## src/rtl/membus_arbiter.sv

```systemverilog
// -----------------------------------------------------------------------------
// membus_arbiter
//   Shares a single memory bus between instruction fetch (read-only) and the
//   data memory unit. Only one transaction is in flight at a time. The data
//   side normally wins, but after MAX_D_STREAK back-to-back data grants with
//   fetch waiting, fetch is granted so it always makes progress.
//
//   The request path is combinational: the selected requester's payload is
//   muxed straight onto m_*. Once a request is offered and stalled by
//   m_ready=0, the choice is locked until it is accepted, so m_* stay stable.
//
// Ports
//   clk, rst                      clock, synchronous active-high reset
//   i_valid/i_ready/i_addr        fetch request handshake and address
//   i_rvalid/i_rdata              fetch response
//   d_valid/d_ready/d_addr        data request handshake and address
//   d_wen/d_wdata/d_wmask         data write enable, data and byte mask
//   d_rvalid/d_rdata              data response (also signalled for writes)
//   m_valid/m_ready/m_addr        memory request handshake and address
//   m_wen/m_wdata/m_wmask         memory write controls (all 0 for fetch)
//   m_rvalid/m_rdata              memory response
//   busy                          a transaction is outstanding
// -----------------------------------------------------------------------------
module membus_arbiter #(
  parameter int ADDR_WIDTH   = 64,
  parameter int DATA_WIDTH   = 64,
  parameter int MAX_D_STREAK = 4
) (
  input  logic                    clk,
  input  logic                    rst,
  input  logic                    i_valid,
  output logic                    i_ready,
  input  logic [ADDR_WIDTH-1:0]   i_addr,
  output logic                    i_rvalid,
  output logic [DATA_WIDTH-1:0]   i_rdata,
  input  logic                    d_valid,
  output logic                    d_ready,
  input  logic [ADDR_WIDTH-1:0]   d_addr,
  input  logic                    d_wen,
  input  logic [DATA_WIDTH-1:0]   d_wdata,
  input  logic [DATA_WIDTH/8-1:0] d_wmask,
  output logic                    d_rvalid,
  output logic [DATA_WIDTH-1:0]   d_rdata,
  output logic                    m_valid,
  input  logic                    m_ready,
  output logic [ADDR_WIDTH-1:0]   m_addr,
  output logic                    m_wen,
  output logic [DATA_WIDTH-1:0]   m_wdata,
  output logic [DATA_WIDTH/8-1:0] m_wmask,
  input  logic                    m_rvalid,
  input  logic [DATA_WIDTH-1:0]   m_rdata,
  output logic                    busy
);

  localparam int SW = $clog2(MAX_D_STREAK + 1);
  localparam logic [SW-1:0] STREAK_MAX = SW'(MAX_D_STREAK);

  typedef enum logic [1:0] {IDLE, WAIT_I, WAIT_D} state_e;
  typedef enum logic {OWN_I, OWN_D} owner_e;

  state_e        state_q, state_d;
  logic          lock_q, lock_d;
  owner_e        lock_owner_q, lock_owner_d;
  logic [SW-1:0] streak_q, streak_d;

  owner_e owner;
  logic   owner_vld;

  // NOTE: sequential state uses non-blocking assignments so every register
  // samples the pre-edge values of its neighbours.
  always_ff @(posedge clk) begin
    if (rst) begin
      state_q      <= IDLE;
      lock_q       <= 1'b0;
      lock_owner_q <= OWN_I;
      streak_q     <= '0;
    end else begin
      state_q      <= state_d;
      lock_q       <= lock_d;
      lock_owner_q <= lock_owner_d;
      streak_q     <= streak_d;
    end
  end

  // NOTE: every output and next-state value gets a default first, so no path
  // through the case leaves a signal unassigned (no latches).
  always_comb begin
    state_d      = state_q;
    lock_d       = lock_q;
    lock_owner_d = lock_owner_q;
    streak_d     = streak_q;
    owner        = OWN_I;
    owner_vld    = 1'b0;
    m_valid      = 1'b0;
    m_addr       = '0;
    m_wen        = 1'b0;
    m_wdata      = '0;
    m_wmask      = '0;
    i_ready      = 1'b0;
    d_ready      = 1'b0;
    i_rvalid     = 1'b0;
    i_rdata      = '0;
    d_rvalid     = 1'b0;
    d_rdata      = '0;

    case (state_q)
      IDLE: begin
        // A stalled offer keeps its owner; otherwise data wins unless fetch
        // has already waited through a full streak of data grants.
        if (lock_q) begin
          owner     = lock_owner_q;
          owner_vld = (lock_owner_q == OWN_D) ? d_valid : i_valid;
        end else if (d_valid && !(i_valid && streak_q == STREAK_MAX)) begin
          owner     = OWN_D;
          owner_vld = 1'b1;
        end else if (i_valid) begin
          owner     = OWN_I;
          owner_vld = 1'b1;
        end

        if (owner_vld) begin
          m_valid = 1'b1;
          if (owner == OWN_D) begin
            m_addr  = d_addr;
            m_wen   = d_wen;
            m_wdata = d_wdata;
            m_wmask = d_wmask;
            d_ready = m_ready;
          end else begin
            m_addr  = i_addr;
            i_ready = m_ready;
          end

          if (m_ready) begin
            lock_d  = 1'b0;
            state_d = (owner == OWN_D) ? WAIT_D : WAIT_I;
            if (owner == OWN_D && i_valid) begin
              if (streak_q != STREAK_MAX) streak_d = streak_q + 1'b1;
            end else begin
              streak_d = '0;
            end
          end else begin
            lock_d       = 1'b1;
            lock_owner_d = owner;
          end
        end
      end

      WAIT_I: begin
        if (m_rvalid) begin
          i_rvalid = 1'b1;
          i_rdata  = m_rdata;
          state_d  = IDLE;
        end
      end

      WAIT_D: begin
        if (m_rvalid) begin
          d_rvalid = 1'b1;
          d_rdata  = m_rdata;
          state_d  = IDLE;
        end
      end

      default: state_d = IDLE;
    endcase
  end

  assign busy = (state_q != IDLE);

endmodule
```

## config.mk

```make
export PLATFORM = sky130hd
export DESIGN_NAME = membus_arbiter
export DESIGN_NICKNAME = d
export VERILOG_FILES = /design/src/rtl/membus_arbiter.sv
export SDC_FILE = /design/constraint.sdc
export NUM_CORES = 1
export LEC_CHECK = 0
export CAP_MARGIN = 30
export CORE_AREA = 2 2 213 215
export CTS_CLUSTER_DIAMETER = 30
export CTS_CLUSTER_SIZE = 25
export DETAILED_ROUTE_END_ITERATION = 6
export DIE_AREA = 0 0 215 217
export PLACE_DENSITY = 0.31
export SLEW_MARGIN = 40
export SYNTH_ARGS = -nofsm -noshare
export SYNTH_HDL_FRONTEND = slang
export SYNTH_SLANG_ARGS = --single-unit
```

## constraint.sdc

```tcl
create_clock -name clk -period 2.4 [get_ports clk]
set_input_delay 0.72 -clock clk [delete_from_list [all_inputs] [get_ports clk]]
set_output_delay 0.72 -clock clk [all_outputs]
set_load 0.005 [all_outputs]
```

==> impl_metrics.env <==
export IMPL_status="finished, violations left"
export IMPL_violations="setup timing"
export IMPL_cp_num_buf_inv=5
export IMPL_rows=78
export IMPL_sequentialPowerShare=0.034
export IMPL_max_slew_worst_pin_slew_ns=0.2581
export IMPL_grt_pass1_wl_um=43570
export IMPL_fin_ws_ns=-0.3421
export IMPL_cap_violations=0
export IMPL_gp_congestion=0.8880
export IMPL_power_per_cell_area_nw_per_um2=329.3
export IMPL_cts_root_buf="clkbuf_16"
export IMPL_setup_viol_count_final=161
export IMPL_wl_um=34720
export IMPL_final_util=0.2736
export IMPL_die_w_um=215
export IMPL_cts_hold_buf=0
export IMPL_dp_slack_ns=-1.345
export IMPL_drv_slew=0
export IMPL_first_iter_violations=184
export IMPL_min_path_cells=3
export IMPL_synth_seq_area_share=0.04930
export IMPL_core_area_um2=44700
export IMPL_reg2reg_depth=11
export IMPL_ys_warn_count=0
export IMPL_syn_to_final_growth_pct=330.2
export IMPL_dp_hpwl_um=23120
export IMPL_finalCriticalPeriod_ns=2.742
export IMPL_synth_area_um2=2843
export IMPL_path_cells="buf_8, and3_4, o21ai_4, buf_12, buf_12, bufbuf_16, nand2_1, a21oi_1, buf_2"
export IMPL_leakage_nw=7.954
export IMPL_pin_count=542
export IMPL_clock_sinks=7
export IMPL_worstHoldStart="streak_q[0]"
export IMPL_crit_required_ns=1.68
export IMPL_cp_arrival_ns=2.02
export IMPL_p_int_w=0.002487
export IMPL_design_die_area_um2=46660
export IMPL_vdd_drop_max_uv=179.1
export IMPL_cpMostUsedCell="buf_12"
export IMPL_grt_pass1_vias=6548
export IMPL_ys_types=30
export IMPL_grtUsageTotal=0.1234
export IMPL_clock_fmax_ghz=0.3647
export IMPL_avgSynthCellArea_um2=5.520
export IMPL_wire_per_inst_um=19.65
export IMPL_hold_violations=0
export IMPL_clk_pin_slew_ns=0.04
export IMPL_worstReg2RegStart="streak_q[0]"
export IMPL_rrSetupSlack_ns=0.53
export IMPL_clock_latency_ns=0.23
export IMPL_start_util=0.06360
export IMPL_cts_buffer_depth=2
export IMPL_final_layout_size_suffix_gt1_frac=0.4292
export IMPL_cts_buffers=3
export IMPL_nets=1442
export IMPL_finClkSkew_ns=0.0007949
export IMPL_power_frac_comb=0.896
export IMPL_slowest_delay_ns=0.26
export IMPL_r2r_end="state_q[0]"
export IMPL_crit_type="primary input to output pin"
export IMPL_dr_pass1_iters=4
export IMPL_switchingPower_w=0.001540
export IMPL_h_tree_depth=1
export IMPL_syn_nets=791
export IMPL_drt_vias_per_instance=3.731
export IMPL_cpMaxStageDelayCell="bufbuf_16"
export IMPL_crit_family="buffers and inverters"
export IMPL_switching_share=0.3824
export IMPL_hp_class="flop to flop"
export IMPL_grt_overflow_total=0
export IMPL_min_to="streak_q[0]"
export IMPL_drtAntennaViolNets=0
export IMPL_cp_start_kind="primary input"
export IMPL_final_cells=1767
export IMPL_grt_max_degree=54
export IMPL_max_slew_margin=0.8267
export IMPL_die_height_um=217
export IMPL_rsz0062_at_grt="true"
export IMPL_placed_cells=1655
export IMPL_drc_errors=0
export IMPL_cp_end_kind="output pin"
export IMPL_fillers=4904
export IMPL_syn_inst=515
export IMPL_antenna_found_initial=5
export IMPL_synth_seq_cells=7
export IMPL_crit_fanout=8
export IMPL_cts_tree="yes"
export IMPL_vias=6592
export IMPL_io_buffers=541
export IMPL_p_clk_frac=0.071
export IMPL_finalCritPeriodShare=1.143
## how the worst max path moves through the flow
stage,from,end,cells past startpoint
after global routing,i_valid,m_addr[25],10
after CTS,i_valid,m_addr[18],8
final,i_valid,m_addr[10],9
after floorplan,i_valid,m_addr[10],6
after global placement,i_valid,m_addr[42],8
after detailed placement,i_valid,m_addr[42],8
## cells by family (layout without fill, tap and decap cells)
logic type,after synthesis,count (layout),share of synthesized area
buf+inv,74,724,0.1153
simple gates,345,345,0.6435
compound gates,81,81,0.1593
fa+ha+maj,5,5,0.02201
flops,7,7,0.04929
other cells,0,2,0
mux,3,3,0.01056
## cell type report
| type | count | area [µm²] | share of cell area |
|---|---|---|---|
| Clock buffer | 4 | 78.83 | 0.006446 |
| Inverter | 9 | 50.05 | 0.004093 |
| Antenna cell | 2 | 5.005 | 0.0004093 |
| Timing Repair Buffer | 711 | 7959 | 0.6509 |
| Multi-Input combinational cell | 434 | 3239 | 0.2649 |
| Sequential cell | 7 | 145.1 | 0.01187 |
| Tap cell | 600 | 750.7 | 0.06139 |
## power groups by stage
stage	Clock, W	Combinational, W	Sequential, W
2_1_floorplan	0	0.000735	0.000135
3_3_place_gp	0	0.00247	0.000134
3_5_place_dp	0	0.00243	0.000134
4_1_cts	0.000293	0.00291	0.000132
5_1_grt	0.000306	0.00385	0.000136
6_report	0.000284	0.00361	0.000135
## tightest hold or removal path: cells and delay by family (launching register included)
kind | cells | cell delay [ns]
buffers and inverters | 1 | 0.05
flip-flops | 1 | 0.32
multiplexers | 1 | 0.06
AND/OR/NAND/NOR | 1 | 0.06
## sequential cells by signal, indices dropped and copies added (netlist names)
name	count
state_q	2
streak_q	3
lock_owner_q	1
lock_q	1
## metrics by stage
stage	setup TNS, ns	instance area [µm²]	power [W]	hold WS [ns]
3_3_place_gp	-175.18	9409	0.002603	0.5605
4_1_cts	-66.73	10240	0.003338	0.5621
5_1_grt	-49.28	12230	0.004287	0.5842
6_report	-38.83	12230	0.004027	0.5392
3_5_place_dp	-174.90	9409	0.002566	0.5589
2_1_floorplan	0	2843	0.0008698	0.4515
## synthesized netlist by cell type
| cell | instances | area share |
|---|---|---|
| a31oi_1 | 1 | 0.0022 |
| buf_8 | 1 | 0.0053 |
| and3_4 | 1 | 0.0040 |
| o2bb2ai_1 | 1 | 0.0031 |
| a21o_4 | 1 | 0.0053 |
| clkbuf_1 | 42 | 0.055 |
| nand3_1 | 2 | 0.0035 |
| a32o_1 | 2 | 0.0070 |
| mux2i_1 | 3 | 0.011 |
| and3_1 | 201 | 0.44 |
| nand2b_1 | 1 | 0.0022 |
| nand2_1 | 131 | 0.17 |
| a21oi_1 | 67 | 0.12 |
| ha_1 | 5 | 0.022 |
| and2_1 | 3 | 0.0066 |
| nand3b_1 | 1 | 0.0026 |
| buf_6 | 1 | 0.0040 |
| nor2_1 | 1 | 0.0013 |
| o21ai_2 | 1 | 0.0031 |
| dfxtp_1 | 7 | 0.049 |
| nor3_1 | 2 | 0.0035 |
| a311oi_2 | 1 | 0.0053 |
| o21ai_0 | 4 | 0.0070 |
| o21a_1 | 1 | 0.0026 |
| a311oi_1 | 1 | 0.0031 |
| buf_2 | 21 | 0.037 |
| a211oi_1 | 1 | 0.0026 |
| inv_1 | 8 | 0.011 |
| inv_6 | 1 | 0.0031 |
| nand4_1 | 2 | 0.0044 |
## layer usage
metal	routed length, µm	vias to the layer above	global-route usage	part of all wire
met2	18180	355	0.2352	0.52
met3	3118	38	0.04165	0.090
met5	23	-	0	0.00066
met4	835	4	0.03218	0.024
met1	12560	3085	0.1288	0.36
li1	-	3110	-	-
## repair_timing
action                                  in CTS  in global routing
pin swaps                                   45                105
buffers inserted                            29                 46
resized for setup                          589                467
endpoints found under the setup margin     270                270
gates cloned                                17                 23
## cells in the final DEF, fill, tap and decap left out, drive strengths merged, types with 3 or more instances in the layout
master and count:
a21oi 67, and2 3, and3 202, buf 288, clkbuf 28, clkdlybuf4s50 260, dfxtp 7, dlymetal6s2s 138
ha 5, inv 9, mux2i 3, nand2 131, o21ai 5
Power figures use the tool's default switching activity.
